## src/rtl/map_ss_seq_if.sv

```systemverilog
// Bus bundle between the save-state sequencer, the menu controller, the mapper
// ss port and the state buffer.
interface map_ss_seq_if;
    logic       req_save;
    logic       req_load;
    logic       busy;
    logic       done;
    logic       err;
    logic       ss_act;
    logic [7:0] ss_addr;
    logic       ss_we;
    logic [7:0] ss_wdat;
    logic [7:0] ss_rdat;
    logic [7:0] buf_addr;
    logic       buf_we;
    logic [7:0] buf_wdat;
    logic [7:0] buf_rdat;

    modport master (
        input  req_save, req_load, ss_rdat, buf_rdat,
        output busy, done, err, ss_act, ss_addr, ss_we, ss_wdat,
               buf_addr, buf_we, buf_wdat
    );

    modport slave (
        output req_save, req_load, ss_rdat, buf_rdat,
        input  busy, done, err, ss_act, ss_addr, ss_we, ss_wdat,
               buf_addr, buf_we, buf_wdat
    );
endinterface

```

## src/rtl/map_ss_seq.sv

```systemverilog
// Save-state sequencer: copies mapper state registers into a buffer (save) and
// replays them into the mapper (load), pacing each write to a synchronised M2 fall.
module map_ss_seq #(
    parameter int SS_LEN    = 128,
    parameter int SKIP_ADDR = 127,
    parameter int M2_TMO    = 4095
) (
    input  logic         clk,
    input  logic         rst_n,
    input  logic         m2,
    map_ss_seq_if.master bus
);
    // state  | meaning
    // IDLE   | waiting for a request
    // S_SET  | ss_addr driven, mapper read data settling
    // S_CAP  | ss_rdat written into the buffer
    // L_RD   | buffer and mapper addressed for the next entry
    // L_LAT  | buffer data valid, latched into ss_wdat
    // L_WAIT | ss_we high, waiting for an M2 fall (timeout guarded)
    // L_HOLD | ss_we kept one more clk past the detected fall
    // L_NEXT | advance to the next entry or finish
    // FIN    | one cycle: done pulse unless the load timed out
    localparam logic [3:0] IDLE   = 4'd0;
    localparam logic [3:0] S_SET  = 4'd1;
    localparam logic [3:0] S_CAP  = 4'd2;
    localparam logic [3:0] L_RD   = 4'd3;
    localparam logic [3:0] L_LAT  = 4'd4;
    localparam logic [3:0] L_WAIT = 4'd5;
    localparam logic [3:0] L_HOLD = 4'd6;
    localparam logic [3:0] L_NEXT = 4'd7;
    localparam logic [3:0] FIN    = 4'd8;

    logic [3:0]  r_state;
    logic [8:0]  r_idx;
    logic [7:0]  r_addr;
    logic [7:0]  r_wdat;
    logic [11:0] r_tmo;
    logic [1:0]  r_arm;
    logic        r_err;
    logic        r_m2_s1;
    logic        r_m2_s2;
    logic        r_m2_d;

    logic w_fall;
    logic w_last;
    logic w_skip;

    assign w_fall = r_m2_d & ~r_m2_s2;
    assign w_last = (r_idx == 9'(SS_LEN - 1));
    assign w_skip = (r_idx == 9'(SKIP_ADDR));

    always_ff @(posedge clk) begin
        if (!rst_n) begin
            r_state <= IDLE;
            r_idx   <= '0;
            r_addr  <= '0;
            r_wdat  <= '0;
            r_tmo   <= '0;
            r_arm   <= '0;
            r_err   <= 1'b0;
            r_m2_s1 <= 1'b0;
            r_m2_s2 <= 1'b0;
            r_m2_d  <= 1'b0;
        end else begin
            r_m2_s1 <= m2;
            r_m2_s2 <= r_m2_s1;
            r_m2_d  <= r_m2_s2;
            case (r_state)
                IDLE: begin
                    if (bus.req_save || bus.req_load) begin
                        r_state <= bus.req_save ? S_SET : L_RD;
                        r_err   <= 1'b0;
                        r_idx   <= '0;
                        r_addr  <= '0;
                    end
                end
                S_SET: r_state <= S_CAP;
                S_CAP: begin
                    if (w_last) begin
                        r_state <= FIN;
                    end else begin
                        r_idx   <= r_idx + 9'd1;
                        r_addr  <= r_idx[7:0] + 8'd1;
                        r_state <= S_SET;
                    end
                end
                L_RD: r_state <= L_LAT;
                L_LAT: begin
                    r_wdat <= bus.buf_rdat;
                    r_tmo  <= 12'(M2_TMO);
                    r_arm  <= '0;
                    r_state <= w_skip ? L_NEXT : L_WAIT;
                end
                L_WAIT: begin
                    // A fall seen in the first two wait cycles came from an M2 edge that
                    // preceded ss_we, so the mapper did not commit on it.
                    if (w_fall && (r_arm == 2'd2)) begin
                        r_state <= L_HOLD;
                    end else if (r_tmo == 12'd0) begin
                        r_err   <= 1'b1;
                        r_state <= FIN;
                    end else begin
                        r_tmo <= r_tmo - 12'd1;
                        if (r_arm != 2'd2) r_arm <= r_arm + 2'd1;
                    end
                end
                L_HOLD: r_state <= L_NEXT;
                L_NEXT: begin
                    if (w_last) begin
                        r_state <= FIN;
                    end else begin
                        r_idx   <= r_idx + 9'd1;
                        r_addr  <= r_idx[7:0] + 8'd1;
                        r_state <= L_RD;
                    end
                end
                FIN:     r_state <= IDLE;
                default: r_state <= IDLE;
            endcase
        end
    end

    assign bus.busy     = (r_state != IDLE) && (r_state != FIN);
    assign bus.ss_act   = bus.busy;
    assign bus.ss_we    = (r_state == L_WAIT) || (r_state == L_HOLD);
    assign bus.done     = (r_state == FIN) && !r_err;
    assign bus.err      = r_err;
    assign bus.ss_addr  = r_addr;
    assign bus.ss_wdat  = r_wdat;
    assign bus.buf_addr = r_addr;
    assign bus.buf_we   = (r_state == S_CAP);
    assign bus.buf_wdat = bus.buf_we ? bus.ss_rdat : 8'd0;
endmodule

```

## src/flat_wrapper.sv

```systemverilog
// flat-port wrapper written by rule: the top's interface ports become plain ports
module map_ss_seq_flat 
#(
    parameter int SS_LEN    = 128,
    parameter int SKIP_ADDR = 127,
    parameter int M2_TMO    = 4095
)
  (clk, rst_n, m2, bus_req_save, bus_req_load, bus_ss_rdat, bus_buf_rdat, bus_busy, bus_done, bus_err, bus_ss_act, bus_ss_addr, bus_ss_we, bus_ss_wdat, bus_buf_addr, bus_buf_we, bus_buf_wdat);
  map_ss_seq_if bus_i ();
  input  logic clk;
  input  logic rst_n;
  input  logic m2;
  input wire logic [$bits(bus_i.req_save)-1:0] bus_req_save;
  input wire logic [$bits(bus_i.req_load)-1:0] bus_req_load;
  input wire logic [$bits(bus_i.ss_rdat)-1:0] bus_ss_rdat;
  input wire logic [$bits(bus_i.buf_rdat)-1:0] bus_buf_rdat;
  output wire logic [$bits(bus_i.busy)-1:0] bus_busy;
  output wire logic [$bits(bus_i.done)-1:0] bus_done;
  output wire logic [$bits(bus_i.err)-1:0] bus_err;
  output wire logic [$bits(bus_i.ss_act)-1:0] bus_ss_act;
  output wire logic [$bits(bus_i.ss_addr)-1:0] bus_ss_addr;
  output wire logic [$bits(bus_i.ss_we)-1:0] bus_ss_we;
  output wire logic [$bits(bus_i.ss_wdat)-1:0] bus_ss_wdat;
  output wire logic [$bits(bus_i.buf_addr)-1:0] bus_buf_addr;
  output wire logic [$bits(bus_i.buf_we)-1:0] bus_buf_we;
  output wire logic [$bits(bus_i.buf_wdat)-1:0] bus_buf_wdat;
  assign bus_i.req_save = bus_req_save;
  assign bus_i.req_load = bus_req_load;
  assign bus_i.ss_rdat = bus_ss_rdat;
  assign bus_i.buf_rdat = bus_buf_rdat;
  assign bus_busy = bus_i.busy;
  assign bus_done = bus_i.done;
  assign bus_err = bus_i.err;
  assign bus_ss_act = bus_i.ss_act;
  assign bus_ss_addr = bus_i.ss_addr;
  assign bus_ss_we = bus_i.ss_we;
  assign bus_ss_wdat = bus_i.ss_wdat;
  assign bus_buf_addr = bus_i.buf_addr;
  assign bus_buf_we = bus_i.buf_we;
  assign bus_buf_wdat = bus_i.buf_wdat;
  map_ss_seq #(.SS_LEN(SS_LEN), .SKIP_ADDR(SKIP_ADDR), .M2_TMO(M2_TMO)) u_core (.clk(clk), .rst_n(rst_n), .m2(m2), .bus(bus_i));
endmodule
```

## config.mk

```make
export PLATFORM = sky130hd
export DESIGN_NAME = map_ss_seq_flat
export DESIGN_NICKNAME = d
export VERILOG_FILES = /design/src/rtl/map_ss_seq_if.sv /design/src/rtl/map_ss_seq.sv /design/src/flat_wrapper.sv
export SDC_FILE = /design/constraint.sdc
export NUM_CORES = 1
export LEC_CHECK = 0
export CORE_MARGIN = 3
export CORE_UTILIZATION = 45
export CTS_CLUSTER_DIAMETER = 200
export DETAILED_ROUTE_END_ITERATION = 7
export HOLD_SLACK_MARGIN = 0.06
export PLACE_DENSITY = 0.74
export SLEW_MARGIN = 0
export SYNTH_ARGS = -nofsm -noshare
export SYNTH_HDL_FRONTEND = slang
export SYNTH_SLANG_ARGS = --single-unit
```

## constraint.sdc

```tcl
create_clock -name clk -period 4.4 [get_ports clk]
set_clock_uncertainty 0.1 [all_clocks]
set_input_delay 0.66 -clock clk [delete_from_list [all_inputs] [get_ports clk]]
set_output_delay 0.66 -clock clk [all_outputs]
set_load 0.02 [all_outputs]
```

==> results.json <==
{
  "run_status": "finished clean",
  "fin_setup_tns_ns": 0,
  "power_density_nw_per_um2": 332.6,
  "routedWlPerCell_um": 14.28,
  "nNetsFinal": 360,
  "post-route-drc-count": 0,
  "ant_nets": 0,
  "rsz0062_at_grt": "no",
  "first_iter_violations": 157,
  "grt_pass1_vias": 2140,
  "track_usage_pct": 19.34,
  "endpoint_kind": "output port",
  "start_util_pct": 48.41,
  "fp.dieW_um": 78.91,
  "synthesis.area_sq_um": 2392,
  "multiInputGateArea_sq_um": 1369,
  "portBuffers": 58,
  "hpwl_um": 4186,
  "coreArea_sq_um": 4942,
  "diodes": 0,
  "fill_cells": 475,
  "synthXorXnorAreaFrac_pct": 0.3661,
  "power.leakage_nw": 0.9791,
  "synth_top_family_by_area": "simple AND/OR/NAND/NOR gates",
  "synth-async-reset-ratio_pct": 0,
  "arrival_ns": 2.55,
  "ys_warn_count": 0,
  "rows": 25,
  "startpoint_type": "flip-flop",
  "area_growth_pct": 24.01,
  "synth_flop_cell": "dfxtp_1",
  "gp_congestion": 0.8535,
  "die_h_um": 78.91,
  "synth_compound_area_share_pct": 19.77,
  "synth_edf_count": 0,
  "dr_total_vias": 2278,
  "synthMuxAreaShare_pct": 2.510,
  "fmax_mhz": 302.1,
  "htreeDepth": 2,
  "finalHoldViolCount": 0,
  "yosys.area_share.adder_pct": 2.092,
  "fin_crit_ns": 3.310,
  "yosysSeqAreaShare_pct": 32.64,
  "firstDrtPassIters": 4,
  "layout_setup_ws_ns": 1.090,
  "overflow": 0,
  "viasPerCell": 5.653,
  "cts-hold-fix-buffers": 0,
  "syn_area_per_cell_sq_um": 7.948,
  "drt_wl_total_um": 5755,
  "cts_made_buffers": 5,
  "ys_ff_latch": 39,
  "finalPower_uw": 986.7,
  "cts_tree": "yes",
  "syn_nets": 326,
  "hold_class": "reg2reg",
  "pre_cts_ws_ns": 1.412,
  "synth.distinct_cells": 50,
  "drive_above_1_share_pct": 5.952,
  "grt_start_max_net_pins": 26,
  "synth-simple-area-share_pct": 32.48,
  "max_slew_margin_pct": 43.60,
  "setup_violations": 0,
  "clk_pin_slew_ns": 0.07,
  "die_area_sq_um": 6227,
  "cts_setup_buffers": 0,
  "crit_fanout": 25,
  "clk_latency_ns": 0.30,
  "slew_violations": 0,
  "worstMarginPinSlew_ns": 0.8382,
  "grt_pass1_wl_um": 9804,
  "cap_violations": 0,
  "crit_required_ns": 3.64,
  "crit_type": "reg2out",
  "ios": 59,
  "syn-instance-count": 301,
  "fin_crit_sh_pct": 75.22,
  "cts.sinks": 39,
  "vdd_ir_drop_max_uv": 184.2,
  "root_buffer": "clkbuf_8",
  "antenna_found_initial": 0,
  "clock_path_buffers": 2,
  "ctsResizeCount": 0,
  "regArea_sq_um": 780.7
}
[flip-flops by register name, indices dropped and copies added, names as in the netlist]
signal               cells
u_core.r_idx             2
u_core.r_m2_d            1
u_core.r_tmo            12
u_core.r_state           4
u_core.bus.buf_addr      7
u_core.r_arm             2
u_core.r_m2_s1           1
u_core.bus.err           1
u_core.r_m2_s2           1
u_core.bus.ss_wdat       8
[layer usage]
metal	global-route usage [%]	routed length [um]	part of all wire, %	up-vias
met5	0	0	0	-
met4	7.904	76	1.3	0
met3	3.288	266	4.6	6
met2	30.56	2662	46	67
met1	26.12	2750	48	1039
li1	-	-	-	1166
[where the power goes]
| group | leakage (nW) | internal [mW] | switching (mW) |
|---|---|---|---|
| Sequential | 0.316 | 0.374 | 0.0277 |
| Combinational | 0.621 | 0.146 | 0.202 |
| Clock | 0.0422 | 0.111 | 0.126 |
[final timing paths]
| check | slack [ns] | endpoint | start | cells past startpoint |
|---|---|---|---|---|
| setup / recovery | 1.09 | bus_buf_wdat[7] | u_core.r_state[0] | 5 |
| hold / removal | 0.35 | u_core.r_m2_s2 | u_core.r_m2_s1 | 1 |
| setup reg to reg | 1.85 | u_core.r_state[1] | u_core.r_tmo[0] | 6 |
| hold reg to reg | 0.35 | u_core.r_m2_s2 | u_core.r_m2_s1 | 1 |
[cell type report]
class / instances / area share (%)
Multi-Input combinational cell: 215 / 46.14
Sequential cell: 39 / 26.32
Timing Repair Buffer: 61 / 20.33
Tap cell: 67 / 2.826
Clock buffer: 7 / 2.573
Inverter: 13 / 1.645
Clock inverter: 1 / 0.1687
[worst max-delay path, cell delays in order, from the launching register on]
cell             delay [ns]
dfxtp_1                0.30
buf_4                  0.20
or2_2                  0.36
nor3_1                 0.56
and2_1                 0.23
clkdlybuf4s50_1        0.60
[through the flow]
| step | std cells | area, sq um | utilization (%) | hold slack, ns |
|---|---|---|---|---|
| finish | 403 | 2967 | 60.03 | 0.3485 |
| global route | 403 | 2967 | 60.03 | 0.3735 |
| CTS | 403 | 2967 | 60.03 | 0.3589 |
| detailed placement | 395 | 2885 | 58.38 | 0.3381 |
| global placement | 395 | 2885 | 58.38 | 0.3174 |
| floorplan | 301 | 2392 | - | 0.3119 |
[synthesized netlist by cell type, drive strengths merged (4+ instances only)]
| cell | instances | area, sq um |
|---|---|---|
| buf | 21 | 145.1 |
| a31oi | 5 | 31.28 |
| a2111oi | 4 | 47.55 |
| o31ai | 7 | 52.55 |
| ha | 4 | 50.05 |
| inv | 12 | 45.04 |
| o21ai | 9 | 45.04 |
| a21oi | 16 | 80.08 |
| o31a | 4 | 35.03 |
| nor4 | 11 | 68.82 |
| and2 | 12 | 75.07 |
| clkbuf | 13 | 48.80 |
| mux2i | 6 | 60.06 |
| nand3 | 15 | 75.07 |
| dfxtp | 39 | 780.8 |
| or4 | 7 | 52.55 |
| nor3 | 13 | 70.07 |
| nand4b | 4 | 35.03 |
| nand2 | 36 | 135.1 |
| o211ai | 5 | 37.54 |
| nand4 | 5 | 31.28 |
| nor2 | 11 | 41.29 |
| nand2b | 9 | 56.30 |
[cells by family after synthesis]
family | Yosys count
AOI/OAI and AO/OA | 65
xor gates and xnor gates | 1
adders and majority gates | 4
buffers and inverters | 47
DFF | 39
muxes | 6
and+or+nand+nor | 139
[layout by cell type (no fill, tap or decap), types with 2 or more instances in the layout]
master           instances
nand4b_1                 4
or3b_2                   2
dfxtp_1                 39
a2111oi_2                2
or4b_2                   2
o21ai_0                  9
clkdlybuf4s50_1         58
and2_1                  12
nor3b_1                  2
nor2_1                  11
buf_4                    3
mux2i_1                  6
a311oi_1                 3
o211ai_1                 5
or2_2                    2
inv_1                   12
nor3_1                  12
clkbuf_1                 2
ha_1                     4
nand2_1                 36
nand4_1                  5
o31a_1                   4
a41oi_1                  2
o31ai_1                  7
nand3_1                 15
a2111oi_0                2
nand2b_1                 9
a211oi_1                 3
or4_1                    7
a31oi_1                  5
a21o_1                   2
a21oi_1                 16
nor4_1                  11
clkbuf_8                 5
No activity file was read; power rests on OpenSTA's default activity.
